==> src/rtl/seq_match_pkg.sv <==
// Shared types and reset defaults for the serial pattern-match run controller.
package seq_match_pkg;

    localparam int PAT_W_DEF = 4;
    localparam int CNT_W_DEF = 8;

    typedef enum logic [1:0] {
        IDLE = 2'd0,
        RUN  = 2'd1,
        DONE = 2'd2
    } state_t;

    localparam logic OVERLAP_RST = 1'b1;
    localparam int   TARGET_RST  = 0;

endpackage

==> src/rtl/seq_match_ctrl_if.sv <==
// Config handshake, serial stream and status bundle between a config master and the match controller.
interface seq_match_ctrl_if #(
    parameter int PAT_W = seq_match_pkg::PAT_W_DEF,
    parameter int CNT_W = seq_match_pkg::CNT_W_DEF
);
    logic             cfg_valid;
    logic             cfg_ready;
    logic [PAT_W-1:0] cfg_pattern;
    logic [CNT_W-1:0] cfg_target;
    logic             cfg_overlap;
    logic             start;
    logic             abort;
    logic             in_valid;
    logic             in;
    logic             busy;
    logic             match;
    logic             done;
    logic [CNT_W-1:0] match_count;

    modport master (
        output cfg_valid, cfg_pattern, cfg_target, cfg_overlap, start, abort, in_valid, in,
        input  cfg_ready, busy, match, done, match_count
    );

    modport slave (
        input  cfg_valid, cfg_pattern, cfg_target, cfg_overlap, start, abort, in_valid, in,
        output cfg_ready, busy, match, done, match_count
    );
endinterface

==> src/rtl/seq_window.sv <==
// PAT_W-bit shift window with saturating fill count; hit is combinational on the incoming bit.
// Zero latency on hit; no backpressure, one bit accepted per shift_en.
module seq_window #(
    parameter int PAT_W = seq_match_pkg::PAT_W_DEF
) (
    input  logic             clk,
    input  logic             clear_n,
    input  logic             shift_en,
    input  logic             flush,
    input  logic             bit_in,
    input  logic             overlap,
    input  logic [PAT_W-1:0] pattern,
    output logic             hit
);
    localparam int FILL_W = $clog2(PAT_W + 1);
    localparam logic [FILL_W-1:0] FULL = FILL_W'(PAT_W);

    logic [PAT_W-1:0]  win;
    logic [PAT_W-1:0]  win_nxt;
    logic [FILL_W-1:0] fill;
    logic [FILL_W-1:0] fill_nxt;

    always_comb begin
        win_nxt  = {win[PAT_W-2:0], bit_in};
        fill_nxt = (fill == FULL) ? FULL : fill + 1'b1;
        hit      = shift_en && (fill_nxt == FULL) && (win_nxt == pattern);
    end

    always_ff @(posedge clk or negedge clear_n) begin
        if (!clear_n) begin
            win  <= '0;
            fill <= '0;
        end else if (flush) begin
            win  <= '0;
            fill <= '0;
        end else if (shift_en) begin
            win  <= win_nxt;
            // Non-overlapping mode needs a full fresh window before the next hit.
            fill <= (hit && !overlap) ? '0 : fill_nxt;
        end
    end
endmodule

==> src/rtl/seq_match_ctrl.sv <==
// Run controller for the serial pattern detector: config load, start/abort, match counting, target stop.
// match/done are registered (1 cycle after the sampling edge); config is accepted only in IDLE.
module seq_match_ctrl
    import seq_match_pkg::*;
#(
    parameter int PAT_W = PAT_W_DEF,
    parameter int CNT_W = CNT_W_DEF
) (
    input  logic            clk,
    input  logic            clear_n,
    seq_match_ctrl_if.slave bus
);
    state_t           state;
    logic [PAT_W-1:0] pattern;
    logic [CNT_W-1:0] target;
    logic             overlap;
    logic             busy_q;
    logic             match_q;
    logic             done_q;
    logic [CNT_W-1:0] count_q;
    logic [CNT_W-1:0] count_inc;
    logic             shift_en;
    logic             flush;
    logic             hit;

    // Abort wins over a same-edge bit, so the bit never reaches the window.
    assign shift_en  = (state == RUN) && bus.in_valid && !bus.abort;
    assign flush     = (state == IDLE) && bus.start && !bus.abort;
    assign count_inc = (count_q == '1) ? count_q : count_q + 1'b1;

    seq_window #(.PAT_W(PAT_W)) u_window (
        .clk      (clk),
        .clear_n  (clear_n),
        .shift_en (shift_en),
        .flush    (flush),
        .bit_in   (bus.in),
        .overlap  (overlap),
        .pattern  (pattern),
        .hit      (hit)
    );

    always_ff @(posedge clk or negedge clear_n) begin
        if (!clear_n) begin
            state   <= IDLE;
            pattern <= '0;
            target  <= CNT_W'(TARGET_RST);
            overlap <= OVERLAP_RST;
            busy_q  <= 1'b0;
            match_q <= 1'b0;
            done_q  <= 1'b0;
            count_q <= '0;
        end else begin
            match_q <= 1'b0;
            done_q  <= 1'b0;
            case (state)
                IDLE: begin
                    if (bus.cfg_valid) begin
                        pattern <= bus.cfg_pattern;
                        target  <= bus.cfg_target;
                        overlap <= bus.cfg_overlap;
                    end
                    if (flush) begin
                        state   <= RUN;
                        busy_q  <= 1'b1;
                        count_q <= '0;
                    end
                end
                RUN: begin
                    if (bus.abort) begin
                        state  <= IDLE;
                        busy_q <= 1'b0;
                    end else if (hit) begin
                        match_q <= 1'b1;
                        count_q <= count_inc;
                        if ((target != '0) && (count_inc == target)) begin
                            done_q <= 1'b1;
                            state  <= DONE;
                            busy_q <= 1'b0;
                        end
                    end
                end
                DONE:    state <= IDLE;
                default: state <= IDLE;
            endcase
        end
    end

    assign bus.cfg_ready   = (state == IDLE);
    assign bus.busy        = busy_q;
    assign bus.match       = match_q;
    assign bus.done        = done_q;
    assign bus.match_count = count_q;
endmodule

==> src/flat_wrapper.sv <==
// flat-port wrapper written by rule: the top's interface ports become plain ports
module seq_match_ctrl_flat import seq_match_pkg::*;
#(
    parameter int PAT_W = PAT_W_DEF,
    parameter int CNT_W = CNT_W_DEF
)
  (clk, clear_n, bus_cfg_valid, bus_cfg_pattern, bus_cfg_target, bus_cfg_overlap, bus_start, bus_abort, bus_in_valid, bus_in, bus_cfg_ready, bus_busy, bus_match, bus_done, bus_match_count);
  seq_match_ctrl_if #(.PAT_W(PAT_W), .CNT_W(CNT_W)) bus_i ();
  input  logic clk;
  input  logic clear_n;
  input wire logic [$bits(bus_i.cfg_valid)-1:0] bus_cfg_valid;
  input wire logic [$bits(bus_i.cfg_pattern)-1:0] bus_cfg_pattern;
  input wire logic [$bits(bus_i.cfg_target)-1:0] bus_cfg_target;
  input wire logic [$bits(bus_i.cfg_overlap)-1:0] bus_cfg_overlap;
  input wire logic [$bits(bus_i.start)-1:0] bus_start;
  input wire logic [$bits(bus_i.abort)-1:0] bus_abort;
  input wire logic [$bits(bus_i.in_valid)-1:0] bus_in_valid;
  input wire logic [$bits(bus_i.in)-1:0] bus_in;
  output wire logic [$bits(bus_i.cfg_ready)-1:0] bus_cfg_ready;
  output wire logic [$bits(bus_i.busy)-1:0] bus_busy;
  output wire logic [$bits(bus_i.match)-1:0] bus_match;
  output wire logic [$bits(bus_i.done)-1:0] bus_done;
  output wire logic [$bits(bus_i.match_count)-1:0] bus_match_count;
  assign bus_i.cfg_valid = bus_cfg_valid;
  assign bus_i.cfg_pattern = bus_cfg_pattern;
  assign bus_i.cfg_target = bus_cfg_target;
  assign bus_i.cfg_overlap = bus_cfg_overlap;
  assign bus_i.start = bus_start;
  assign bus_i.abort = bus_abort;
  assign bus_i.in_valid = bus_in_valid;
  assign bus_i.in = bus_in;
  assign bus_cfg_ready = bus_i.cfg_ready;
  assign bus_busy = bus_i.busy;
  assign bus_match = bus_i.match;
  assign bus_done = bus_i.done;
  assign bus_match_count = bus_i.match_count;
  seq_match_ctrl #(.PAT_W(PAT_W), .CNT_W(CNT_W)) u_core (.clk(clk), .clear_n(clear_n), .bus(bus_i));
endmodule
==> config.mk <==
export PLATFORM = sky130hd
export DESIGN_NAME = seq_match_ctrl_flat
export DESIGN_NICKNAME = d
export VERILOG_FILES = /design/src/rtl/seq_match_pkg.sv /design/src/rtl/seq_match_ctrl_if.sv /design/src/rtl/seq_window.sv /design/src/rtl/seq_match_ctrl.sv /design/src/flat_wrapper.sv
export SDC_FILE = /design/constraint.sdc
export NUM_CORES = 1
export LEC_CHECK = 0
export ABC_CLOCK_PERIOD_IN_PS = 4650
export CAP_MARGIN = 5
export CORE_ASPECT_RATIO = 0.6
export CORE_MARGIN = 2
export CORE_UTILIZATION = 44
export CTS_BUF_LIST = sky130_fd_sc_hd__clkbuf_8
export DETAILED_ROUTE_END_ITERATION = 16
export GPL_ROUTABILITY_DRIVEN = 0
export GPL_TIMING_DRIVEN = 0
export PLACE_DENSITY = 0.68
export SYNTH_ARGS = -nofsm -noshare
export SYNTH_HDL_FRONTEND = slang
export SYNTH_HIERARCHICAL = 1
export SYNTH_SLANG_ARGS = --single-unit
==> constraint.sdc <==
create_clock -name clk -period 4.65 [get_ports clk]
set_input_delay 0.6975 -clock clk [delete_from_list [all_inputs] [get_ports clk]]
set_output_delay 0.6975 -clock clk [all_outputs]
set_load 0.01 [all_outputs]
* After elaboration in Yosys (flattened, before gate mapping)
Index checks and enable logic that the tools add are counted.
Storage, ports and cells: register bits after elaboration 32, memory bits (read-only) 0, word-level logic and storage cells 69, bits in latches 0, RAM bits 0, input bits 20, memories 0
Operators by class: magnitude comparators 0, equality and inequality tests 11, add/sub/neg operators 2, div/mod/pow operators 0, muxes and demuxes 28, multipliers 0, shift-type cells 0, bitwise logic cells 0, reductions and logical operators 18
Operators by type and width (count):
- 8-bit two-way mux | 4
- 3-bit two-way mux | 6
- 8-bit one-hot mux with 2 select lines | 1
- 1-bit two-way mux | 11
- 8-bit by 1-bit adder with 8-bit output (second input constant) | 1
- 8-bit equality test | 1
- 8-bit equality test (second input constant) | 1
- 1-bit logical AND | 8
- 2-bit two-way mux | 4
- 4-bit AND reduction | 2
- 8-bit nonzero test | 1
- 3-bit equality test (second input constant) | 2
- 3-bit inequality test (second input constant) | 2
- 4-bit equality test | 1
- 2-bit inequality test (second input constant) | 2
- 2-bit one-hot mux with 2 select lines | 1
- 2-bit nonzero test | 2
- 3-bit by 1-bit adder with 3-bit output (second input constant) | 1
- 3-bit AND reduction | 1
- 2-bit by 1-bit equality test with 1-bit output (second input constant) | 1
- 1-bit logical NOT | 2
- 2-bit logical NOT | 1
- 2-bit by 1-bit inequality test with 1-bit output (second input constant) | 1
- 1-bit one-hot mux with 2 select lines | 1
- 2-bit AND reduction | 1

* Logic depth before layout (Yosys ltp)
Gate-level depths: netlist of the first run.
depth in word-level cells 9, depth in mapped cells 12, depth with buffers taken out 12

* Hierarchy
Netlist of the first run, hierarchy kept.
By module, submodules not included:
- seq_match_ctrl | times used 1, cells an instance 141, sequential area each 651.9 µm², area an instance 1456.4 µm²
- seq_window | times used 1, cells an instance 38, sequential area each 150.1 µm², area an instance 370.4 µm²

* Worst setup path before layout of the first run
No wires, ideal clock.
path kind input -> register, from in bus_abort, to reg u_core.busy_q (netlist: u_core/bus.busy), stages 9, path slack 2.243 ns, arrival time 2.280 ns, cells stage by stage nor3b_1 -> and2_1 -> buf_4 -> o211ai_1 -> nor2_1 -> o311ai_1 -> a2111oi_2 -> and4b_1 -> a31oi_1
Between the ends: cells in the longest elaborated chain, start to end 6, elaborated cells on any way between the ends 11
RTL lines:
- start, declared | line flat_wrapper.sv:16 | input wire logic [$bits(bus_i.abort)-1:0] bus_abort;
- 1-bit logical NOT | line seq_match_ctrl.sv:27 | assign shift_en = (state == RUN) && bus.in_valid && !bus.abort;
- 1-bit logical AND | line seq_match_ctrl.sv:27
- via u_core.shift_en | line seq_match_ctrl.sv:22 | logic shift_en;
- 1-bit logical AND (2 in a row) | line seq_window.sv:26 | hit = shift_en && (fill_nxt == FULL) && (win_nxt == pattern);
- via u_core.hit | line seq_match_ctrl.sv:24 | logic hit;
- 3-bit inequality test (no source line)
- 4-bit AND reduction (no source line)
- end signal, assigned | line seq_match_ctrl.sv:48 | busy_q <= 1'b0;
- end signal, assigned | line seq_match_ctrl.sv:64 | busy_q <= 1'b1;
- end signal, assigned | line seq_match_ctrl.sv:71 | busy_q <= 1'b0;
- end, declared | line seq_match_ctrl.sv:17 | logic busy_q;
The timed path passes the listed nets, and every way through them passes these cells. A chain may end at the register's enable or synchronous reset.

* Worst setup path after layout of the first run
Same ends and word-level chain as after synthesis.

==> flow_summary_export.csv, run 1 <==
group,metric,value,unit
final_layout,drive_gt1_frac,0.165,
yosys,synthArstFlopShare,1.00,
placed_design,post_dp_cell_area,2190,µm²
setup_path,cp_max_fo,9,
global_route,grt_pass1_vias,1389,
yosys,ys.flop_type,"dfrtp_1",
final_layout,antenna_cells,0,
setup_path,path_buf_inv,2,
clock_network,cts_buffer_depth,2,
final_layout,stdcell_area,2280,µm²
timing,final_max_slew_viol_count,0,
timing,setup_tns,0,ps
placed_design,io_buffers,31,
clock_network,cts_hold_buf,0,
global_route,grt_max_degree,33,
global_route,grt-ovfl-total,0,
floorplan,die_x,87.2,µm
final_layout,fillers,355,
final_layout,final_core_util,0.564,
yosys,synth-edff-count,0,
power,power_frac_clock,0.320,
power,peakVddDrop,167,µV
yosys,synthesis.area,1830,µm²
yosys,syn_avg_cell_area,10.2,µm²
final_layout,area_growth,25.1,%
power,power-per-cell-area,292,nW/µm²
yosys,ys_seq_elements,32,
yosys,synthesis.nets,202,
floorplan,io_pins,32,
yosys,synth_top_area_cell,"dfrtp_1",
yosys,synth_most_common_cell,"dfrtp_1",
global_route,antenna_found_initial,0,
setup_path,arrival,3200,ps
yosys,synth.distinct_cells,54,
clock_network,ctsResizeCount,0,
setup_path,critical_path.cell_chain,"clkdlybuf4s50_1, nor3b_1, and2_1, buf_4, o211ai_1, nor2_1, o311ai_1, a2111oi_2, and4b_1, a31oi_1",
floorplan,die_y,53.9,µm
power,seqPwrFrac,0.502,
setup_path,crit_type,"in -> reg",
setup_path,worstPathRequired,4810,ps
setup_path,critPathMaxStageDelay,460,ps
power,pwr-share-comb,0.179,
floorplan,start_util,0.451,
power,leakage,0.946,nW
setup_path,startpoint_type,"input port",
placed_design,dp_slack,1340,ps
timing,timing.final.hold_violations,0,
setup_path,crit_slowest_cell,"nor3b_1",
timing,tightest_slew,698,ps
yosys,synthTopCellsByArea,"dfrtp_1 42%, mux2_2 8.0%, nor2_1 4.1%, xnor2_1 2.4%, nand2_1 2.3%",
timing,whs,460,ps
power,p_sw,0.176,mW
clock_network,cts_tree,"yes",
clock_network,numCtsBuffers,5,
clock_network,clkTransAtPathRegs,60,ps
timing,finalCriticalPeriod,3040,ps
floorplan,die_area,4700,µm²
drt,vias,1491,
status,run_status,"complete, no violations",
final_layout,regArea,802,µm²
yosys,yosysSeqAreaShare,0.439,
timing,rsz0062_at_grt,"false",
clock_network,cts_root_buf,"clkbuf_8",
drt,wirelength,4.13,mm
setup_path,critPathTopFamily,"simple AND/OR/NAND/NOR gates",
hold_path,hp-class,"in -> async",
global_route,grt_first_pass_wirelength,6.92,mm
yosys,yosys_warnings,6,
clock_network,htreeDepth,2,
timing,setup_ws,1610,ps
yosys,synth_top_area_frac,0.425,
global_route,track_usage,0.201,
final_layout,multi_input_area,925,µm²
drt,drcViolationCount,0,
timing,skew,2.10,ps
clock_network,cts_setup_buffers,0,
yosys,synth_commonest_cells,"31 x dfrtp_1, 20 x nor2_1, 13 x mux2_2, 11 x nand2_1, 8 x o21ai_0",
power,p_sw_frac,0.265,
floorplan,coreArea,4050,µm²
drt,drt_first_pass_iters,4,
timing,fin_crit_sh,0.653,
drt,vias_per_cell,5.56,
timing,finalSetupViolations,0,
yosys,syn_inst,179,
clock_network,clock-sinks,32,
placed_design,hpwl,3.06,mm
setup_path,end_kind,"flip-flop",
timing,max_slew_margin,0.534,
drt,drtAntennaViolNets,0,
final_layout,nNetsFinal,240,
power,p_int,0.490,mW
flow_run,maxCapViolCount,0,
clock_network,clock_latency,280,ps
timing,fmax,0.329,GHz
drt,initialDrtViolationCount,95,
drt,wire_per_inst,15.4,µm
floorplan,core.rowCount,18,
[metal layers]
| layer | up-vias | track usage | share of wire |
|---|---|---|---|
| met5 | - | 0 | 0 |
| met4 | 0 | 0.0769 | 0.0034 |
| met3 | 2 | 0.0521 | 0.060 |
| met2 | 58 | 0.316 | 0.45 |
| met1 | 710 | 0.273 | 0.49 |
| li1 | 721 | - | - |
[worst paths after layout]
path,from,endpoint,slack (ps),depth (start not counted)
max,bus_abort,u_core/bus.busy,1610,10
min,clear_n,u_core/pattern[1],460,1
max reg2reg,u_core/state[1],u_core/bus.busy,2040,9
min reg2reg,u_core/pattern[2],u_core/pattern[2],530,1
max in group asynchronous,clear_n,u_core/bus.match_count[1],3740,1
min in group clk,u_core/pattern[2],u_core/pattern[2],530,1
[metrics by stage]
step,power [mW],std cells
floorplan,0.409,179
global placement,0.450,260
CTS,0.674,268
detailed placement,0.458,260
global route,0.706,268
finish,0.667,268
[cells in the final DEF, fill, tap and decap left out, drive strengths merged, types with 3 or more instances in the layout]
master	count
buf	6
mux2	13
a31oi	6
nand2	11
and2	4
clkbuf	9
nor2	21
ha	3
nor4	3
xnor2	5
nand3	7
clkdlybuf4s50	30
and3	3
mux2i	4
a21oi	6
dfrtp	31
o21ai	8
xor2	4
inv	9
[area by class of cell]
class	instances	share of cell area
Multi-Input combinational cell	131	0.405
Sequential cell	32	0.351
Timing Repair Buffer	31	0.134
Clock buffer	6	0.0361
Buffer	8	0.0307
Tap cell	50	0.0274
Inverter	8	0.0131
Clock inverter	2	0.00329
[worst reg2reg max path, delay by kind of cell (launching register included)]
family / cells / cell delay, ps
DFF: 1 / 420
AOI/OAI and AO/OA: 4 / 690
and+or+nand+nor: 4 / 1220
buffers and inverters: 1 / 170
[kinds of logic (layout without fill, tap and decap cells)]
family,count (synthesis),in the layout,share of synthesized area
buffers and inverters,16,55,0.0548
AND/OR/NAND/NOR,62,62,0.189
multiplexers,17,17,0.102
flip-flops,32,32,0.439
XOR/XNOR,9,9,0.0431
AO/OA/AOI/OAI,40,40,0.151
adder cells (fa/ha/maj),3,3,0.0206
[state kept, by name, indices dropped and copies added, names as in the netlist]
signal,cells
u_core/target,8
u_core/u_window/fill,3
u_core/bus.busy,1
u_core/state,2
u_core/bus.match_count,8
u_core/bus.done,1
u_core/overlap,1
u_core/pattern,4
u_core/bus.match,1
u_core/u_window/win,3
[power groups by stage]
stage          combinational [mW]  sequential [mW]  clock, mW
2_1_floorplan              0.0775            0.332          0
3_3_place_gp                0.113            0.337          0
3_5_place_dp                0.119            0.339          0
4_1_cts                     0.120            0.334      0.220
5_1_grt                     0.133            0.339      0.234
6_report                    0.119            0.334      0.213
Note: power is estimated with default switching activity, not from simulation.
==> inputs of run 2 (changes only) <==
Settings changed: ABC_CLOCK_PERIOD_IN_PS 4650 to 2700, PLACE_DENSITY 0.68 to 0.71.
Clock period 4.65 ns to 2.7 ns, I/O delays scaled along.
==> flow_summary_export.csv, run 2 (same netlist as run 1, synthesis figures left out) <==
group,metric,value,unit
timing,skew,2.50,ps
floorplan,die_area,4700,µm²
clock_network,clock-sinks,32,
clock_network,clock_latency,280,ps
global_route,gr-max-usage-layer,"met1",
status,run_status,"complete, no violations",
power,power-per-cell-area,486,nW/µm²
power,peakVddDrop,317,µV
global_route,grt_max_degree,33,
setup_path,worstPathRequired,2850,ps
global_route,grt_util_met3,0.0521,
final_layout,layout_common_cells,"31 x dfrtp_1, 30 x clkdlybuf4s50_1, 19 x nor2_1",
final_layout,antenna_cells,0,
timing,final_max_slew_viol_count,0,
power,finalPower,1.11,mW
setup_path,r2r_end,"u_core/state[0]",
floorplan,die_y,53.9,µm
power,leakage,0.939,nW
clock_network,cts_root_buf,"clkbuf_8",
timing,fmax,0.395,GHz
floorplan,io_pins,32,
final_layout,nNetsFinal,240,
setup_path,reg2reg_slack,300,ps
timing,timing.final.hold_violations,0,
drt,drt_first_pass_iters,4,
final_layout,final_common_cell,"dfrtp_1",
timing,finalSetupViolations,0,
clock_network,htreeDepth,2,
timing,max_slew_margin,0.530,
clock_network,clkTransAtPathRegs,60,ps
clock_network,cts_hold_buf,0,
setup_path,r2r_cells,9,
timing,setup_tns,0,ps
setup_path,crit_type,"in -> reg",
final_layout,area_growth,25.2,%
drt,initialDrtViolationCount,96,
placed_design,hpwl,2.80,mm
drt,drtAntennaViolNets,0,
setup_path,cp_max_fo,9,
clock_network,cts_buffer_depth,2,
final_layout,fillers,367,
global_route,grt-ovfl-total,0,
floorplan,die_x,87.2,µm
placed_design,io_buffers,31,
setup_path,startpoint_type,"input port",
hold_path,hp-class,"in -> async",
flow_run,maxCapViolCount,0,
global_route,antenna_found_initial,0,
placed_design,dp.cells,260,
floorplan,start_util,0.451,
drt,vias_per_cell,5.34,
global_route,grt_pass1_vias,1347,
drt,wirelength,3.88,mm
timing,whs,174,ps
timing,finalCriticalPeriod,2530,ps
timing,tightest_slew,705,ps
setup_path,end_kind,"flip-flop",
global_route,track_usage,0.192,
clock_network,numCtsBuffers,5,
final_layout,instances_no_fill,267,
setup_path,r2r_start,"u_core/bus.match_count[0]",
drt,drcViolationCount,0,
global_route,gr-usage-met1,0.292,
floorplan,coreArea,4050,µm²
final_layout,drive_gt1_frac,0.180,
timing,fin_crit_sh,0.937,
clock_network,cts_tree,"yes",
global_route,grt_first_pass_wirelength,6.60,mm
drt,wire_per_inst,14.5,µm
setup_path,arrival,2690,ps
global_route,grt_use_met2,0.271,
placed_design,post_dp_cell_area,2190,µm²
final_layout,stdcell_area,2290,µm²
drt,vias,1427,
floorplan,core.rowCount,18,
clock_network,cts_setup_buffers,0,
## run 2: power breakdown
part	leakage, nW	internal (mW)	switching (mW)
combinational	0.484	0.116	0.0866
clock	0.0452	0.171	0.161
sequential	0.410	0.530	0.0470
## run 2: repair_timing
item | in CTS | in global routing
resized for setup | 1 | 3
setup endpoints to repair | 4 | 5
pin swaps | 0 | 0
## run 2: per-layer routing
metal	vias to the layer above	routed length (µm)
li1	724	-
met1	664	2100
met2	36	1560
met3	3	212
met4	0	11
met5	-	0
## run 2: cell type report
type	instances	area (µm²)	share of cell area
inverter	8	30.0	0.0131
sequential	32	802	0.351
clock inverter	2	8.76	0.00383
multi-input combinational	131	940	0.411
buffer	8	70.1	0.0306
timing repair buffer	31	305	0.133
clock buffer	5	68.8	0.0301
tap	50	62.6	0.0274
## run 2: worst max-delay path by stage
stage	end	slack, ps	startpoint
2_1_floorplan	u_core/bus.busy	560	u_core/bus.match_count[0]
3_3_place_gp	u_core/bus.busy	-300	bus_abort
3_5_place_dp	u_core/state[0]	-320	bus_abort
4_1_cts	u_core/state[0]	150	bus_abort
5_1_grt	u_core/state[0]	-7	bus_abort
6_report	u_core/state[0]	170	bus_abort
## run 2: metrics by stage
step	worst slack, ps	utilization
3_5_place_dp	-321	0.541
4_1_cts	148	0.562
3_3_place_gp	-301	0.543
6_report	169	0.564
5_1_grt	-6.60	0.564
2_1_floorplan	558	-
## run 2: critical path, cell delays in order
cell             delay, ps
clkdlybuf4s50_1        480
nor3b_4                290
and2_1                 170
buf_4                  170
o211ai_1               130
nor2_1                 180
o311ai_1               150
a2111oi_2              280
and4b_2                340
o21ai_0                100
==> patch 1, RTL diff (flow settings as in run 1) <==
Change the package constant `PAT_W_DEF` from 4 to 8.
--- a/src/rtl/seq_match_pkg.sv
+++ b/src/rtl/seq_match_pkg.sv
@@ -1,7 +1,7 @@
 // Shared types and reset defaults for the serial pattern-match run controller.
 package seq_match_pkg;
 
-    localparam int PAT_W_DEF = 4;
+    localparam int PAT_W_DEF = 8;
     localparam int CNT_W_DEF = 8;
 
     typedef enum logic [1:0] {
Ports: changed (resized bus_cfg_pattern); port bits go from 32 to 36. No check against the original RTL was run, so the function may have changed too.
==> patch 1 against run 1 <==
Sequential cell count increased by 9. Power increased by 18%. Synthesized area is 21% higher. Critical path depth rose by 2. Worst setup slack worse by 0.65 ns. Sequential share of layout area rose by 2.5 points. Routed wire length grew 12%. Largest cell class unchanged. Critical path type unchanged. Cell area is 20% higher.
==> patch 1: results (changes against run 1) <==
metric;value;unit;change
synth_xor_area_share;6.69;%;+2.4 points
fin_worst_skew;0.00732;ns;+0.00522 ns
yosysSeqAreaShare;46.5;%;+2.6 points
grt_pass1_wl;7970;um;+15%
grt_use_met3;4.87;%;-0.35 points
cts.clk_slew.worst_paths;0.08;ns;+0.02 ns
place_hpwl;3490;um;+14%
wl_met3;262;um;+6.5%
final_nets;278;;+16%
grt_use_met1;31.7;%;+4.5 points
syn-num-nets;235;;+16%
grt_util_all_layers;18.9;%;-1.2 points
synthAdderAreaFrac;1.70;%;-0.36 points
comb-power;0.145;mW;+22%
p_seq;0.423;mW;+27%
p_switching;0.213;mW;+21%
synth_mux_area_share;14.6;%;+4.4 points
clk_path_buf_depth;2;;unchanged
yosys_warnings;6;;unchanged
wl_met2;1760;um;-5.4%
hold_class;input port to async pin;;
dp_cells;307;;+18%
synth_cell_types;45;;-17%
grt_pass1_vias;1517;;+9.2%
pwr-share-seq;53.6;%;+3.4 points
status;completed;;
leakagePower;1.13;nW;+19%
synth_compound_area_share;9.35;%;-5.8 points
antenna_cells;0;;unchanged
portBuffers;35;;+13%
tightest_slew;1.17;ns;+0.476 ns
drive_gt1_share;16.7;%;+0.15 points
syn_area_per_cell;10.6;sq um;+4.0%
wirelength_met1;2580;um;+29%
antenna_found_initial;0;;unchanged
max_stage_delay;0.44;ns;-0.02 ns
worstPathArrival;3.86;ns;+0.66 ns
grt_max_degree;27;;-18%
final_cells;315;;+18%
synth_common_cells;dfrtp_1, nor2_1, mux2_2;;
via_count;1653;;+11%
drt_iter0_markers;124;;+31%
ys_ff_latch;41;;+28%
critPathMaxFanout;7;;-2
grt_use_met2;23.8;%;-7.7 points
routedWlPerCell;14.7;um;-4.7%
ir_drop;171;uV;+2.2%
synth_area_leaders;dfrtp_1, mux2_2, mux2i_1;;
numCtsBuffers;5;;unchanged
patch 1: layout make-up:
cell class	instances	area, sq um
fill	411	1970
multi-input combinational	151	1110
sequential	41	1030
timing repair buffer	36	365
tap	63	78.8
clock buffer	5	68.8
buffer	7	33.8
inverter	9	33.8
clock inverter	3	13.8
patch 1: worst paths after layout:
check                      slack (ns)  depth (start not counted)         startpoint                         to
min                              0.32                          1            clear_n          u_core/pattern[3]
min in group clk                 0.53                          1  u_core/pattern[6]          u_core/pattern[6]
max in group asynchronous        3.78                          2            clear_n             u_core/overlap
max                              0.97                         12          bus_abort  u_core/bus.match_count[0]
min reg2reg                      0.53                          1  u_core/pattern[6]          u_core/pattern[6]
max reg2reg                      1.36                         11    u_core/state[1]  u_core/bus.match_count[0]
patch 1: per-stage QoR:
stage          area, sq um  setup WS [ns]
3_5_place_dp          2650          0.845
4_1_cts               2740           1.09
6_report              2740          0.968
5_1_grt               2740          0.797
2_1_floorplan         2210           1.95
3_3_place_gp          2640          0.786
